### src/rtl/pc_branch_unit.sv
// Program counter and control-transfer resolver: picks the next fetch PC from
// JALR/JAL/BEQ/BNE, counts retired instructions and traps on misaligned targets.
module pc_branch_unit #(
    parameter logic [31:0] RESET_PC = 32'h0000_0000
) (
    input  logic        clk,
    input  logic        reset,
    input  logic        instr_valid,
    input  logic        stall,
    input  logic        Branch,
    input  logic [2:0]  funct3,
    input  logic        Jump,
    input  logic        JumpReg,
    input  logic        zero,
    input  logic [31:0] ALU_Result,
    input  logic [31:0] ImmExt,
    output logic [31:0] PC_out,
    output logic [31:0] PC_plus4,
    output logic        Redirect,
    output logic        Misaligned,
    output logic [31:0] Trap_PC,
    output logic [31:0] instret,
    output logic        dbg_state
);

    typedef enum logic {
        ST_RUN  = 1'b0,
        ST_TRAP = 1'b1
    } state_e;

    state_e      state_q, state_d;
    logic [31:0] pc_q, pc_d;
    logic        redirect_q, redirect_d;
    logic        misaligned_q, misaligned_d;
    logic [31:0] trap_pc_q, trap_pc_d;
    logic [31:0] instret_q, instret_d;

    logic        accept;
    logic        taken;
    logic        misalign;
    logic [31:0] tgt;
    logic [31:0] rel_tgt;

    // Handshake: the instruction at PC_out is consumed on a rising edge only when
    // instr_valid is high and stall is low (stall acts as not-ready); a trapped
    // unit never consumes.
    always_comb begin
        accept  = instr_valid & ~stall & (state_q == ST_RUN);
        rel_tgt = pc_q + ImmExt;
        tgt     = rel_tgt;
        taken   = 1'b0;
        if (JumpReg) begin
            tgt   = ALU_Result & ~32'h1;
            taken = 1'b1;
        end else if (Jump) begin
            taken = 1'b1;
        end else if (Branch) begin
            taken = ((funct3 == 3'b000) & zero) | ((funct3 == 3'b001) & ~zero);
        end
        misalign = taken & (tgt[1:0] != 2'b00);

        state_d      = state_q;
        pc_d         = pc_q;
        redirect_d   = 1'b0;
        misaligned_d = misaligned_q;
        trap_pc_d    = trap_pc_q;
        instret_d    = instret_q;
        if (accept) begin
            if (misalign) begin
                state_d      = ST_TRAP;
                misaligned_d = 1'b1;
                trap_pc_d    = pc_q;
            end else begin
                pc_d       = taken ? tgt : pc_q + 32'd4;
                instret_d  = instret_q + 32'd1;
                redirect_d = taken;
            end
        end
    end

    always_ff @(posedge clk) begin
        if (!reset) begin
            state_q      <= ST_RUN;
            pc_q         <= RESET_PC;
            redirect_q   <= 1'b0;
            misaligned_q <= 1'b0;
            trap_pc_q    <= 32'h0;
            instret_q    <= 32'h0;
        end else begin
            state_q      <= state_d;
            pc_q         <= pc_d;
            redirect_q   <= redirect_d;
            misaligned_q <= misaligned_d;
            trap_pc_q    <= trap_pc_d;
            instret_q    <= instret_d;
        end
    end

    assign PC_out     = pc_q;
    assign PC_plus4   = pc_q + 32'd4;
    assign Redirect   = redirect_q;
    assign Misaligned = misaligned_q;
    assign Trap_PC    = trap_pc_q;
    assign instret    = instret_q;
    assign dbg_state  = state_q;

endmodule
### config.mk
export PLATFORM = sky130hd
export DESIGN_NAME = pc_branch_unit
export DESIGN_NICKNAME = d
export VERILOG_FILES = /design/src/rtl/pc_branch_unit.sv
export SDC_FILE = /design/constraint.sdc
export NUM_CORES = 1
export LEC_CHECK = 0
export CAP_MARGIN = 20
export CELL_PAD_IN_SITES_DETAIL_PLACEMENT = 0
export CELL_PAD_IN_SITES_GLOBAL_PLACEMENT = 1
export CORE_ASPECT_RATIO = 1.4
export CORE_MARGIN = 2
export CORE_UTILIZATION = 36
export DETAILED_ROUTE_END_ITERATION = 8
export GPL_TIMING_DRIVEN = 0
export PLACE_DENSITY_LB_ADDON = 0.1
export SYNTH_ARGS = -nofsm -noshare
export SYNTH_HDL_FRONTEND = slang
export SYNTH_SLANG_ARGS = --single-unit
### constraint.sdc
create_clock -name clk -period 9 [get_ports clk]
set_input_delay 1.8 -clock clk [delete_from_list [all_inputs] [get_ports clk]]
set_output_delay 1.8 -clock clk [all_outputs]
set_load 0.1 [all_outputs]
==> results.txt <==
status - complete, no violations
setup slack, reg-to-reg - 5.42 ns
CP required - 7.20 ns
worst setup path start - PC_out[6]$_SDFFE_PN0P_
per-cell routed wire length - 18.7 microns
count leader, synth - nand2_1
top cells by area, synth - dfxtp_1, nand2_1, ha_1
clock sink count - 98
Seq/Total Area, Yosys - 0.299
PortBufs - 204
vias in the first global route - 6840
dominant cell type by area after synthesis - dfxtp_1
grt met1 use - 0.302
syn_area_per_cell - 7.41 sq um
1st-iter DRT viols - 462
final net count - 1211
Ys Warns - 0
hold-fix buffers at CTS - 0
Overall Global Routing Usage - 0.252
post-detail-place hpwl - 19800 microns
Max Freq - 0.172 GHz
ratio of cells with drive above 1 in the final layout - 0.0208
largest net degree at the start of global routing - 17
DRC viols - 0
CTS tree - yes
crit start category - flip-flop
Syn-to-layout area delta - 40.2%
Synth cell types - 58
FF+latch area - 1960 sq um
Root Buffer - clkbuf_16
maximum VDD drop - 89.6 uV
Worst R2R Start - PC_out[17]$_SDFFE_PN0P_
top cells by count, synth - nand2_1, dfxtp_1, a21oi_1, nor2_1
worst-skew pair later-pin latency - 0.35 ns
Hold/Removal Path Class - reg -> reg
Tcrit/Tclk final - 0.646
Power Dens Cells - 130 nW/um^2
Die ar. - 19400 sq um
Slew @ Worst Pin - 1.06 ns
Worst Path Max Fanout - 8
critical path arrival - 4.01 ns
Floorplan Core Area - 17900 sq um
Cells after Synth - 887
initial antenna violation count - 0
First-pass DRT Iterations - 5
Rows - 58
starting density of the core - 0.366
Max Slew Vio Count - 0
unrepaired setup endpoints after global routing - false
final hold violation count - 0
Die Y - 164 microns
Filler cells - 1850
die width - 118 microns
Clock transition at path regs - 0.07 ns
Lkg Pwr - 3.40 nW
vias - 7255
post-CTS setup buffers - 0
Slew HR - 0.289
Ports - 206
post_cts resized - 0
Via density - 5.39
Tmin final - 5.81 ns
met2 usage - 0.468
final hold slack - 0.455 ns
max-cap viol count - 0
synthesized cell area - 6570 sq um
total grt overflow - 0
Post-DRT Antenna Nets - 0
Synth async-reset ratio - 0
setup TNS - 0 ns
GRT Max-Usage Layer - met2
FF+latch count, synth - 98
Worst setup EP type - primary output
global-route wire length before repair - 37800 microns
area of the multi-input gates - 4300 sq um
CTS Buf Count - 9
count of final setup violators - 0
final WL - 25200 microns
Placer Congestion - 0.890
skew final - 0.00921 ns
clk buf depth - 2
CTS HTree Levels - 3
share of the synthesized area in the top cell type - 0.299
commonest register cell after synthesis - dfxtp_1
Hold Crit Start - Trap_PC[24]$_SDFFE_PN0P_
EDFF count, synth - 0
met3 Use GR - 0.0257
Mapped Nets - 996
Setup CP Type - reg -> out
antenna cell count - 0
-- kinds of logic after synthesis --
logic type	Yosys count	synth area share
AO/OA/AOI/OAI	247	0.238
XOR/XNOR	75	0.100
adder cells (fa/ha/maj)	34	0.0659
buffers and inverters	76	0.0465
flip-flops	98	0.299
multiplexers	5	0.00800
AND/OR/NAND/NOR	352	0.243
-- per-layer routing --
metal / part of all wire / up-vias
li1: - / 3594
met1: 0.41 / 3374
met2: 0.51 / 249
met3: 0.051 / 38
met4: 0.026 / 0
met5: 0 / -
-- power breakdown --
part	leakage, nW	internal [W]	switching [W]
Clock	0.144	0.000218	0.000176
Sequential	0.792	0.000442	0.0000161
Combinational	2.47	0.000111	0.000237
Total	3.40	0.000771	0.000429
-- state kept, by name, summed over array words and instances, names as in the netlist --
signal	cells
PC_out	32
Trap_PC	32
instret	32
Misaligned	1
Redirect	1
-- stage by stage --
| step | total power (W) | utilization | setup slack (ns) | cell area (sq um) | cells |
|---|---|---|---|---|---|
| after floorplan | 0.000700 | - | 3.15 | 6570 | 887 |
| final | 0.00120 | 0.514 | 3.19 | 9210 | 1347 |
| after detailed placement | 0.000814 | 0.497 | 3.55 | 8910 | 1331 |
| after global routing | 0.00125 | 0.514 | 2.98 | 9210 | 1347 |
| after CTS | 0.00120 | 0.514 | 3.16 | 9210 | 1347 |
| after global placement | 0.000814 | 0.497 | 3.48 | 8910 | 1331 |
-- area by class of cell --
cell class              count  area share
flip-flops and latches     98       0.213
repair buffers            204       0.222
well taps                 240      0.0326
clock inverters             5     0.00707
inverters                  20     0.00815
clock buffers              11      0.0253
plain buffers              56      0.0250
multi-input cells         713       0.467
-- worst max-delay path, cell delays in order (launching register included) --
cell,delay (ns)
dfxtp_1,0.40
clkbuf_1,0.33
and4_1,0.34
nand3_1,0.18
nor4_1,0.78
nand3_1,0.18
xnor2_1,0.27
clkdlybuf4s50_1,1.19
-- cells in the final DEF, fill, tap and decap left out, drive strengths merged, types with 12 or more instances in the layout --
master,Yosys,routed
a21o,22,22
o211ai,18,18
xnor2,40,40
nor2,80,80
clkbuf,48,59
nand3,33,33
inv,19,19
nand2,146,146
dfxtp,98,98
ha,33,33
o21ai,49,49
a211oi,12,12
and3,12,12
clkdlybuf4s50,0,204
nand4,16,16
xor2,35,35
nor3,21,21
a21oi,81,81
-- worst paths after layout --
kind,endpoint,cells after the start
setup / recovery,PC_plus4[29],7
hold / removal,Trap_PC[24]$_SDFFE_PN0P_,2
setup reg to reg,PC_out[29]$_SDFFE_PN0P_,10
hold reg to reg,Trap_PC[24]$_SDFFE_PN0P_,2
No activity file was read; power rests on OpenSTA's default activity.
